## src/rtl/pc_pipe_chain_if.sv

```systemverilog
// pc_pipe_chain_if: ID-side inputs, per-stage controls and stage outputs of the PC/prediction pipeline chain.
interface pc_pipe_chain_if #(
    parameter int XLEN   = 32,
    parameter int META_W = 1,
    parameter int STAGES = 3,
    parameter int CNT_W  = 16
);
    logic                     in_valid;
    logic [XLEN-1:0]          in_pc;
    logic [META_W-1:0]        in_meta;
    logic [STAGES-1:0]        stall;
    logic [STAGES-1:0]        flush;
    logic                     clear_cnt;
    logic [STAGES-1:0]        stage_valid;
    logic [STAGES*XLEN-1:0]   stage_pc;
    logic [STAGES*META_W-1:0] stage_meta;
    logic                     upstream_hold;
    logic [CNT_W-1:0]         kill_cnt;
    modport master (
        output in_valid, in_pc, in_meta, stall, flush, clear_cnt,
        input  stage_valid, stage_pc, stage_meta, upstream_hold, kill_cnt
    );
    modport slave (
        input  in_valid, in_pc, in_meta, stall, flush, clear_cnt,
        output stage_valid, stage_pc, stage_meta, upstream_hold, kill_cnt
    );
endinterface

```

## src/rtl/pc_pipe_chain.sv

```systemverilog
// pc_pipe_chain: STAGES-deep PC/metadata pipeline with per-stage stall/flush, back-pressure and a saturating kill counter.
module pc_pipe_chain #(
    parameter int XLEN             = 32,
    parameter int META_W           = 1,
    parameter int STAGES           = 3,
    parameter int FLUSH_OVER_STALL = 0,
    parameter int CNT_W            = 16
) (
    input  logic          clk,
    input  logic          rst_n,
    pc_pipe_chain_if.slave bus
);
    localparam int PW  = $clog2(STAGES + 1);
    localparam bit FOS = FLUSH_OVER_STALL != 0;
    localparam logic [CNT_W+PW-1:0] CMAX = {{PW{1'b0}}, {CNT_W{1'b1}}};

    logic [STAGES-1:0] v, hold, ph, src_v, clr, kill;
    logic [XLEN-1:0]   pc [STAGES];
    logic [XLEN-1:0]   src_pc [STAGES];
    logic [META_W-1:0] meta [STAGES];
    logic [META_W-1:0] src_meta [STAGES];
    logic [CNT_W-1:0]  cnt;
    logic [PW-1:0]     pop;
    logic [CNT_W+PW-1:0] sum;

    // ph[i] = hold of the stage feeding stage i; a held feeder means stage i takes a bubble
    assign ph = hold << 1;

    for (genvar i = 0; i < STAGES; i++) begin : g_st
        assign hold[i] = |bus.stall[STAGES-1:i];
        if (i == 0) begin : g_in
            assign src_v[i]    = bus.in_valid;
            assign src_pc[i]   = bus.in_pc;
            assign src_meta[i] = bus.in_meta;
        end else begin : g_prev
            assign src_v[i]    = v[i-1];
            assign src_pc[i]   = pc[i-1];
            assign src_meta[i] = meta[i-1];
        end
        assign clr[i]  = bus.flush[i] & (FOS | ~hold[i]);
        assign kill[i] = clr[i] & (hold[i] ? v[i] : src_v[i] & ~ph[i]);
        assign bus.stage_pc[i*XLEN +: XLEN]       = pc[i];
        assign bus.stage_meta[i*META_W +: META_W] = meta[i];
    end

    always_comb begin
        pop = '0;
        for (int i = 0; i < STAGES; i++)
            pop = pop + PW'(kill[i]);
    end

    assign sum = (CNT_W+PW)'(cnt) + (CNT_W+PW)'(pop);

    always_ff @(posedge clk or negedge rst_n) begin
        if (!rst_n) begin
            v   <= '0;
            cnt <= '0;
            for (int i = 0; i < STAGES; i++) begin
                pc[i]   <= '0;
                meta[i] <= '0;
            end
        end else begin
            cnt <= bus.clear_cnt ? '0 : (sum > CMAX ? CMAX[CNT_W-1:0] : sum[CNT_W-1:0]);
            for (int i = 0; i < STAGES; i++) begin
                if (clr[i]) begin
                    v[i]    <= 1'b0;
                    pc[i]   <= '0;
                    meta[i] <= '0;
                end else if (!hold[i]) begin
                    v[i]    <= src_v[i] & ~ph[i];
                    pc[i]   <= ph[i] ? '0 : src_pc[i];
                    meta[i] <= ph[i] ? '0 : src_meta[i];
                end
            end
        end
    end

    assign bus.stage_valid   = v;
    assign bus.upstream_hold = hold[0];
    assign bus.kill_cnt      = cnt;
endmodule

```

## src/flat_wrapper.sv

```systemverilog
// flat-port wrapper written by rule: the top's interface ports become plain ports
module pc_pipe_chain_flat 
#(
    parameter int XLEN             = 32,
    parameter int META_W           = 1,
    parameter int STAGES           = 3,
    parameter int FLUSH_OVER_STALL = 0,
    parameter int CNT_W            = 16
)
  (clk, rst_n, bus_in_valid, bus_in_pc, bus_in_meta, bus_stall, bus_flush, bus_clear_cnt, bus_stage_valid, bus_stage_pc, bus_stage_meta, bus_upstream_hold, bus_kill_cnt);
  pc_pipe_chain_if #(.XLEN(XLEN), .META_W(META_W), .STAGES(STAGES), .CNT_W(CNT_W)) bus_i ();
  input  logic clk;
  input  logic rst_n;
  input wire logic [$bits(bus_i.in_valid)-1:0] bus_in_valid;
  input wire logic [$bits(bus_i.in_pc)-1:0] bus_in_pc;
  input wire logic [$bits(bus_i.in_meta)-1:0] bus_in_meta;
  input wire logic [$bits(bus_i.stall)-1:0] bus_stall;
  input wire logic [$bits(bus_i.flush)-1:0] bus_flush;
  input wire logic [$bits(bus_i.clear_cnt)-1:0] bus_clear_cnt;
  output wire logic [$bits(bus_i.stage_valid)-1:0] bus_stage_valid;
  output wire logic [$bits(bus_i.stage_pc)-1:0] bus_stage_pc;
  output wire logic [$bits(bus_i.stage_meta)-1:0] bus_stage_meta;
  output wire logic [$bits(bus_i.upstream_hold)-1:0] bus_upstream_hold;
  output wire logic [$bits(bus_i.kill_cnt)-1:0] bus_kill_cnt;
  assign bus_i.in_valid = bus_in_valid;
  assign bus_i.in_pc = bus_in_pc;
  assign bus_i.in_meta = bus_in_meta;
  assign bus_i.stall = bus_stall;
  assign bus_i.flush = bus_flush;
  assign bus_i.clear_cnt = bus_clear_cnt;
  assign bus_stage_valid = bus_i.stage_valid;
  assign bus_stage_pc = bus_i.stage_pc;
  assign bus_stage_meta = bus_i.stage_meta;
  assign bus_upstream_hold = bus_i.upstream_hold;
  assign bus_kill_cnt = bus_i.kill_cnt;
  pc_pipe_chain #(.XLEN(XLEN), .META_W(META_W), .STAGES(STAGES), .FLUSH_OVER_STALL(FLUSH_OVER_STALL), .CNT_W(CNT_W)) u_core (.clk(clk), .rst_n(rst_n), .bus(bus_i));
endmodule
```

## config.mk

```make
export PLATFORM = sky130hd
export DESIGN_NAME = pc_pipe_chain_flat
export DESIGN_NICKNAME = d
export VERILOG_FILES = /design/src/rtl/pc_pipe_chain_if.sv /design/src/rtl/pc_pipe_chain.sv /design/src/flat_wrapper.sv
export SDC_FILE = /design/constraint.sdc
export NUM_CORES = 1
export LEC_CHECK = 0
export CAP_MARGIN = 5
export CELL_PAD_IN_SITES_DETAIL_PLACEMENT = 1
export CELL_PAD_IN_SITES_GLOBAL_PLACEMENT = 1
export CORE_MARGIN = 4
export CORE_UTILIZATION = 39
export CTS_BUF_LIST = sky130_fd_sc_hd__clkbuf_8
export DETAILED_ROUTE_END_ITERATION = 8
export HOLD_SLACK_MARGIN = 0.02
export PLACE_DENSITY = 0.89
export SYNTH_ARGS = -nofsm -noshare
export SYNTH_HDL_FRONTEND = slang
export SYNTH_SLANG_ARGS = --single-unit
export TNS_END_PERCENT = 5
```

## constraint.sdc

```tcl
create_clock -name clk -period 5.9 [get_ports clk]
set_input_delay 0.885 -clock clk [delete_from_list [all_inputs] [get_ports clk]]
set_output_delay 0.885 -clock clk [all_outputs]
set_load 0.05 [all_outputs]
```

==> results of run 1 <==
[critical path: stages]
cell	delay [ns]
clkdlybuf4s50_1	0.45
buf_4	0.35
or2_1	0.17
buf_4	0.39
nor2_4	0.07
nand3_1	0.12
fa_1	0.42
inv_1	0.07
ha_1	0.19
inv_1	0.07
fa_1	0.41
nand3b_4	0.21
nor3_4	0.27
and3_4	0.24
nand3_2	0.25
a21oi_1	0.25
[cells by family (layout without fill, tap and decap cells)]
family | Yosys count | count (layout) | synth area share [%]
compound gates | 119 | 119 | 18.15
flops | 118 | 118 | 61.97
simple gates | 104 | 104 | 12.63
mux | 1 | 1 | 0.2101
buf+inv | 34 | 205 | 3.834
fa+ha+maj | 4 | 4 | 1.365
xor+xnor | 10 | 10 | 1.838
[area by class of cell]
class                           instances  area, um2  share of cell area [%]
Tap cell                              147      183.9                   2.662
Clock buffer                           17      234.0                   3.386
Multi-Input combinational cell        238       1629                   23.57
Inverter                                7      26.28                  0.3802
Clock inverter                         15      227.7                   3.295
Timing Repair Buffer                  166       1657                   23.97
Sequential cell                       118       2953                   42.73
[flip-flops by register name (all words and copies together) (netlist names)]
| name | cells |
|---|---|
| u_core.bus.stage_meta | 3 |
| u_core.bus.stage_valid | 3 |
| u_core.bus.stage_pc | 96 |
| u_core.bus.kill_cnt | 16 |
[metrics by stage]
step / util, % / hold WS [ns]
floorplan: - / 0.5894
global placement: 53.91 / 0.4862
detailed placement: 53.91 / 0.4993
CTS: 57.77 / 0.5156
global route: 57.77 / 0.5270
finish: 57.77 / 0.5119
[path summary, 6_finish.rpt]
kind	slack (ns)	to	from	cells after the start
worst max-delay path	1.40	u_core.bus.kill_cnt[0]	bus_stall[2]	16
worst min-delay path	0.51	u_core.bus.stage_pc[77]	u_core.bus.stage_pc[77]	1
worst max register to register	2.89	u_core.bus.kill_cnt[0]	u_core.bus.stage_valid[0]	11
worst min register to register	0.51	u_core.bus.stage_pc[77]	u_core.bus.stage_pc[77]	1
max in group asynchronous	4.10	u_core.bus.stage_pc[91]	rst_n	2
min in group asynchronous	0.52	u_core.bus.stage_pc[7]	rst_n	1
[where the power goes]
| group | leakage, nW | switching [mW] | internal (mW) | total [mW] |
|---|---|---|---|---|
| clock | 0.227 | 0.344 | 0.506 | 0.850 |
| combinational | 1.24 | 0.263 | 0.134 | 0.396 |
| sequential | 1.61 | 0.0460 | 0.856 | 0.902 |
[routing by layer]
layer / GRT usage [%] / vias up / wire length [um]
li1: - / 1706 / -
met1: 25.85 / 1883 / 5948
met2: 35.77 / 124 / 7313
met3: 5.359 / 18 / 794
met4: 6.300 / 0 / 210
met5: 0 / - / 0
[cell usage in the layout, fill, tap and decap left out, types with 3 or more instances in the layout]
| cell type | count |
|---|---|
| buf_4 | 6 |
| dfrtp_1 | 118 |
| clkdlybuf4s50_1 | 159 |
| clkbuf_8 | 17 |
| a22o_1 | 68 |
| nand2_1 | 41 |
| bufinv_16 | 5 |
| clkinv_4 | 4 |
| nor3_1 | 3 |
| nor2_1 | 4 |
| o21ai_0 | 34 |
| a21oi_1 | 13 |
| inv_1 | 6 |
| nand3_1 | 7 |
| xor2_1 | 7 |
| xnor2_1 | 3 |
| nand2b_1 | 34 |
==> impl_metrics.yaml, run 1 <==
status:
  status: "finished clean"
layout:
  final_cells: 708
  drive_above_1_share_pct: 9.091
  fin_area_um2: 6910
  fin_nets: 595
  n_fill_cell: 1252
  area_growth_pct: 45.04
  antenna_cells: 0
synthesis:
  ys_async_sr_fraction_pct: 100.0
  synth.top_cells.by_area: "dfrtp_1, a22o_1, nand2b_1"
  yosysTopAreaCell: "dfrtp_1"
  synth_edf_count: 0
  synthMostInstantiatedCell: "dfrtp_1"
  synth_area_per_cell_um2: 12.22
  synth_nets: 437
  ys_ff_latch: 118
  yosysTopAreaCellShare_pct: 61.97
  ys_warn_count: 0
  synthCells: 390
  syn_area_um2: 4765
  synth_common_cells: "dfrtp_1, a22o_1, nand2_1"
  synth_cell_types: 37
  synthFlopType: "dfrtp_1"
  seq_area_frac_synth_pct: 61.97
worst_setup_path:
  critPathLaunchType: "input port"
  critical_path.max_fanout: 37
  endpoint_kind: "flip-flop"
  worstPathRequired_ns: 6.23
  worstSetupPathType: "in2reg"
  cp.arrival_ns: 4.84
drt:
  drt_iter0_drc: 259
  detail-route-antenna-nets: 0
  via_count: 3731
  drc: 0
  first_pass_iters: 4
  wl_per_cell_um: 20.15
  via_per_inst: 5.270
  wirelength_um: 14270
job:
  cap_violations: 0
floorplanning:
  boundaryPins: 162
  dieArea_um2: 14050
  die_w_um: 118.5
  initial_utilization_pct: 39.83
  die_h_um: 118.5
  rows: 40
  placeableCoreArea_um2: 11960
pwr:
  p_per_area_nw_per_um2: 310.9
  leakagePower_nw: 3.080
  total_power_mw: 2.149
  irDropWorstVdd_uv: 138.8
timing:
  setup_violations: 0
  worstMarginPinSlew_ns: 1.103
  rsz0062_at_grt: "no"
  drv_slew: 0
  skew_ns: 0.007577
  clock.fmax_mhz: 222.1
  tns_ns: 0
  period_minus_slack_ns: 4.503
  fin_crit_sh_pct: 76.33
  fin_ws_ns: 1.397
  hold_viol: 0
  relSlewSlack_pct: 26.49
hold_path:
  hold_class: "reg2reg"
global_route:
  grt.overflow.total: 0
  grt_max_degree: 71
  grt_first_pass_wirelength_um: 23360
  grt_usage_pct: 20.84
  antenna_found_initial: 0
  grt_pass1_vias: 4256
cts:
  ctsHoldBuffers: 0
  clock-sinks: 118
  clk_pin_slew_ns: 0.08
  clock_path_buffers: 2
  postCtsSetupBuffers: 0
  cts_tree: "yes"
  ctsRootBufferMaster: "clkbuf_8"
  ctsHtreeMaxLevel: 4
  clock_latency_ns: 0.42
  cts_repair_resize_count: 0
  numCtsBuffers: 17
placed_design:
  post_dp_cell_area_um2: 6449
  dp_cells: 676
  dp_slack_ns: 0.9582
  gp_congestion: 0.7831
  port_buffers: 161
  hpwl_um: 9819
Note: power is estimated with default switching activity, not from simulation.
==> run 2, diff against run 1 <==
- CORE_UTILIZATION: 39 -> 36
- PLACE_DENSITY: 0.89 -> 0.83
- clock period: 5.9 -> 4.21 ns (I/O delays scaled with it)
==> run 2 against run 1 <==
  * Final area increased by 0.91%
  * Non-clock buffer count increased by 2
  * Die area increased by 7.8%
  * Clock power increased by 45%
  * Sequential share of layout area decreased by 0.38 points
  * Sequential power increased by 40%
  * Worst hold slack got worse by 0.28 ns
  * Core utilization decreased by 3.2 points
  * Highest routed layer unchanged
==> impl_metrics.yaml, run 2 (synthesis results as in run 1) <==
timing:
  rsz0062_at_grt: "no"
  period_minus_slack_ns: 3.792
  clock.fmax_mhz: 263.7
  skew_ns: 0.01348
  drv_slew: 0
  setup_violations: 0
  fin_crit_sh_pct: 90.08
  fin_hold_ws_ns: 0.2275
  worstMarginPinSlew_ns: 0.6243
  relSlewSlack_pct: 58.38
  tns_ns: 0
  hold_viol: 0
layout:
  fin_area_um2: 6973
  area_growth_pct: 46.35
  mostFrequentLayoutCells: "clkdlybuf4s50_1, dfrtp_1, a22o_1"
  antenna_cells: 0
  n_fill_cell: 1325
  mostFrequentLayoutCell: "clkdlybuf4s50_1"
  fin_nets: 597
  register_area_um2: 2953
  drive_above_1_share_pct: 8.881
  largest_reg_flops: 96
  postLayoutCoreUtil_pct: 54.59
  multi_input_area_um2: 1629
cts:
  clock_path_buffers: 2
  clock_latency_ns: 0.42
  ctsHtreeMaxLevel: 4
  clock-sinks: 118
  clk_pin_slew_ns: 0.08
  cts_tree: "yes"
  numCtsBuffers: 17
  ctsRootBufferMaster: "clkbuf_8"
  postCtsSetupBuffers: 0
  ctsHoldBuffers: 0
  cts_repair_resize_count: 0
global_route:
  grt.overflow.total: 0
  grt_first_pass_wirelength_um: 22520
  grt_max_degree: 50
  grt_usage_pct: 19.42
  grt_pass1_vias: 4154
  antenna_found_initial: 0
floorplanning:
  placeableCoreArea_um2: 12770
  boundaryPins: 162
  dieArea_um2: 15140
  rows: 41
  die_w_um: 123.0
  initial_utilization_pct: 37.30
  die_h_um: 123.0
worst_setup_path:
  endpoint: "u_core.bus.kill_cnt[8]"
  critical_path.max_fanout: 12
  cp_slowest_cell: "fa_1"
  worstPathRequired_ns: 4.54
  r2r_setup_slack_ns: 1.19
  worstSetupPathType: "in2reg"
  crit_chain: "clkdlybuf4s50_1 -> or2_1 -> nor2_4 -> nand3_1 -> fa_1 -> inv_1 -> ha_1 -> inv_1 -> fa_1 -> nand3b_4 -> nor3_4 -> and3_4 -> nand3_2 -> a21oi_1"
  r2r_cells: 11
  critPathLaunchType: "input port"
  endpoint_kind: "flip-flop"
  critPathLaunch: "bus_stall[2]"
  slowest_delay_ns: 0.47
  path_depth: 14
  cp.arrival_ns: 4.12
  timing.rr.end: "u_core.bus.kill_cnt[8]"
  cp_top_family: "simple AND/OR/NAND/NOR gates"
  worstReg2RegStart: "u_core.bus.stage_valid[0]"
  path_buf_inv: 3
pwr:
  sw_frac_of_total_pct: 28.73
  leakagePower_nw: 3.116
  pwr-share-clk_pct: 40.3
  irDropWorstVdd_uv: 142.5
  p_int_mw: 2.168
  p_seq_share_pct: 41.4
  pwr-share-comb_pct: 18.3
  p_per_area_nw_per_um2: 436.3
  p_sw_mw: 0.8741
drt:
  drc: 0
  via_count: 3710
  wirelength_um: 14050
  first_pass_iters: 4
  wl_per_cell_um: 19.12
  via_per_inst: 5.048
  drt_iter0_drc: 259
  detail-route-antenna-nets: 0
placed_design:
  gp_congestion: 0.7925
  port_buffers: 161
  post_dp_cell_area_um2: 6495
  hpwl_um: 9933
status:
  status: "finished clean"
hold_path:
  hold_class: "in2async"
job:
  cap_violations: 0
run 2: worst min path at each step:
stage / startpoint / to / slack (ns) / depth (start not counted)
2_1_floorplan: rst_n / u_core.bus.kill_cnt[0] / 0.34 / 0
3_3_place_gp: u_core.bus.stage_pc[83] / u_core.bus.stage_pc[83] / 0.49 / 1
3_5_place_dp: u_core.bus.stage_pc[84] / u_core.bus.stage_pc[84] / 0.50 / 1
4_1_cts: rst_n / u_core.bus.stage_pc[8] / 0.22 / 1
5_1_grt: rst_n / u_core.bus.stage_pc[10] / 0.24 / 1
6_report: rst_n / u_core.bus.stage_pc[8] / 0.23 / 1
run 2: per-stage QoR:
step | setup WS (ns) | power [mW] | std cells
after floorplan | 0.6175 | 1.592 | 390
after global placement | 0.1903 | 1.826 | 703
after detailed placement | 0.02119 | 1.844 | 703
after CTS | 0.4282 | 3.080 | 735
after global routing | 0.2824 | 3.177 | 735
final | 0.4176 | 3.042 | 735
run 2: per-layer routing:
metal | part of all wire, % | GRT usage, % | routed length, um
met2 | 49 | 32.05 | 6950
met3 | 6.1 | 6.359 | 859
met1 | 43 | 24.32 | 6036
met5 | 0 | 0 | 0
met4 | 1.5 | 6.090 | 208
run 2: final cells by class:
cell class	instances	area share, %
well taps	172	3.086
clock inverters	10	2.512
flip-flops and latches	118	42.35
inverters	7	0.3768
clock buffers	22	4.342
repair buffers	168	23.97
multi-input cells	238	23.36
run 2: power groups by stage:
stage	Combinational [mW]	Clock [mW]	Sequential, mW
2_1_floorplan	0.0915	0	1.50
3_3_place_gp	0.548	0	1.28
6_report	0.556	1.23	1.26
5_1_grt	0.588	1.32	1.27
4_1_cts	0.564	1.25	1.26
3_5_place_dp	0.561	0	1.28
==> run 3, diff against run 2 <==
- GPL_TIMING_DRIVEN: unset -> 0
- PLACE_DENSITY: 0.83 -> 0.91
==> run 3 against run 2 <==
  * First-iteration DRC count down 31%
  * Non-clock buffer count up 19
  * Count of clock-buffer cells in the layout down 1
  * Routed wire length up 8.8%
  * Final cell count up 2.3%
  * Worst setup slack worse by 0.0051 ns
  * Die area unchanged
  * Sequential power about the same
  * Sequential share of layout area up 0.18 points
  * Core utilization down 0.24 points
  * Fmax down 0.13%
  * Highest routed layer unchanged
==> impl_metrics.yaml, run 3 (synthesis results as in run 1) <==
placed_design:
  hpwl_um: 11680
  gp_congestion: 0.8114
  port_buffers: 159
  post_dp_cell_area_um2: 6589
  dp_slack_ns: -0.2248
timing:
  period_minus_slack_ns: 3.797
  fin_crit_sh_pct: 90.20
  skew_ns: 0.009020
  fin_ws_ns: 0.4126
  setup_violations: 0
  fin_hold_ws_ns: 0.3498
  rsz0062_at_grt: "no"
  worstMarginPinSlew_ns: 0.9683
  relSlewSlack_pct: 35.45
  tns_ns: 0
  clock.fmax_mhz: 263.3
  hold_viol: 0
  drv_slew: 0
floorplanning:
  initial_utilization_pct: 37.30
  rows: 41
  placeableCoreArea_um2: 12770
  die_h_um: 123.0
  dieArea_um2: 15140
  die_w_um: 123.0
  boundaryPins: 162
global_route:
  grt_usage_pct: 21.35
  grt_pass1_vias: 4315
  grt_first_pass_wirelength_um: 24190
  antenna_found_initial: 0
  grt.overflow.total: 0
  grt_max_degree: 75
layout:
  largest_reg_flops: 96
  mostFrequentLayoutCell: "clkdlybuf4s50_1"
  fin_nets: 616
  postLayoutCoreUtil_pct: 54.35
  mostFrequentLayoutCells: "clkdlybuf4s50_1, dfrtp_1, a22o_1"
  antenna_cells: 0
  area_growth_pct: 45.72
  drive_above_1_share_pct: 9.310
  fin_area_um2: 6943
drt:
  via_per_inst: 5.149
  drt_iter0_drc: 178
  drc: 0
  wirelength_um: 15300
  wl_per_cell_um: 20.34
  via_count: 3872
  first_pass_iters: 4
  detail-route-antenna-nets: 0
cts:
  clock-sinks: 118
  cts_tree: "yes"
  clock_latency_ns: 0.44
  numCtsBuffers: 17
  ctsHoldBuffers: 0
  ctsRootBufferMaster: "clkbuf_8"
  clock_path_buffers: 2
  clk_pin_slew_ns: 0.06
  ctsHtreeMaxLevel: 4
job:
  cap_violations: 0
worst_setup_path:
  cp.arrival_ns: 4.15
  critPathLaunchType: "input port"
  worstSetupPathType: "in2reg"
  endpoint_kind: "flip-flop"
  critical_path.max_fanout: 10
  worstPathRequired_ns: 4.56
hold_path:
  hold_class: "in2async"
pwr:
  leakagePower_nw: 3.114
  p_per_area_nw_per_um2: 398.9
  irDropWorstVdd_uv: 174.6
status:
  status: "finished clean"
run 3: per-stage QoR:
| stage | cells | total power [mW] |
|---|---|---|
| finish | 752 | 2.769 |
| global route | 752 | 2.887 |
| CTS | 752 | 2.799 |
| detailed placement | 722 | 1.856 |
| global placement | 721 | 1.832 |
| floorplan | 390 | 1.592 |
run 3: final timing paths:
check / from / endpoint / slack [ns] / cells past startpoint
worst max-delay path: bus_flush[0] / u_core.bus.kill_cnt[9] / 0.41 / 14
worst min-delay path: rst_n / u_core.bus.stage_pc[7] / 0.35 / 1
worst max register to register: u_core.bus.stage_valid[0] / u_core.bus.kill_cnt[9] / 1.22 / 12
worst min register to register: u_core.bus.stage_pc[92] / u_core.bus.stage_pc[92] / 0.51 / 1
max in group asynchronous: rst_n / u_core.bus.stage_pc[89] / 3.10 / 2
min in group clk: u_core.bus.stage_pc[92] / u_core.bus.stage_pc[92] / 0.51 / 1
run 3: power by group:
| group | leakage, nW | total [mW] | switching [mW] | internal (mW) |
|---|---|---|---|---|
| clock | 0.203 | 0.940 | 0.431 | 0.508 |
| combinational | 1.30 | 0.567 | 0.375 | 0.192 |
| sequential | 1.61 | 1.26 | 0.0620 | 1.20 |
run 3: what timing repair did:
action	CTS	global route
resized for setup	0	2
setup endpoints to repair	0	1
setup buffers	0	0
run 3: layout make-up:
cell class                 count  area (um2)
multi-input combinational    238        1629
fill                        1335        5831
sequential                   118        2953
tap                          172       215.2
timing repair buffer         160        1609
buffer                        27       157.7
clock buffer                  21       289.0
inverter                       7       26.28
clock inverter                 9       63.81
run 3: worst max-delay path, cell delays in order:
cell	delay, ns
clkdlybuf4s50_1	0.68
clkbuf_2	0.29
nand3_1	0.13
fa_1	0.47
inv_1	0.07
ha_1	0.20
inv_1	0.08
fa_1	0.42
nand3b_4	0.21
nor3_4	0.28
and3_4	0.25
nand3_2	0.11
buf_6	0.18
a21oi_1	0.14
run 3: routing by layer:
layer | track usage [%] | vias to the layer above | routed length (um)
met2 | 36.39 | 141 | 7841
met1 | 25.28 | 1958 | 6067
met4 | 8.789 | 0 | 359
met3 | 6.313 | 32 | 1028
met5 | 0 | - | 0
li1 | - | 1741 | -
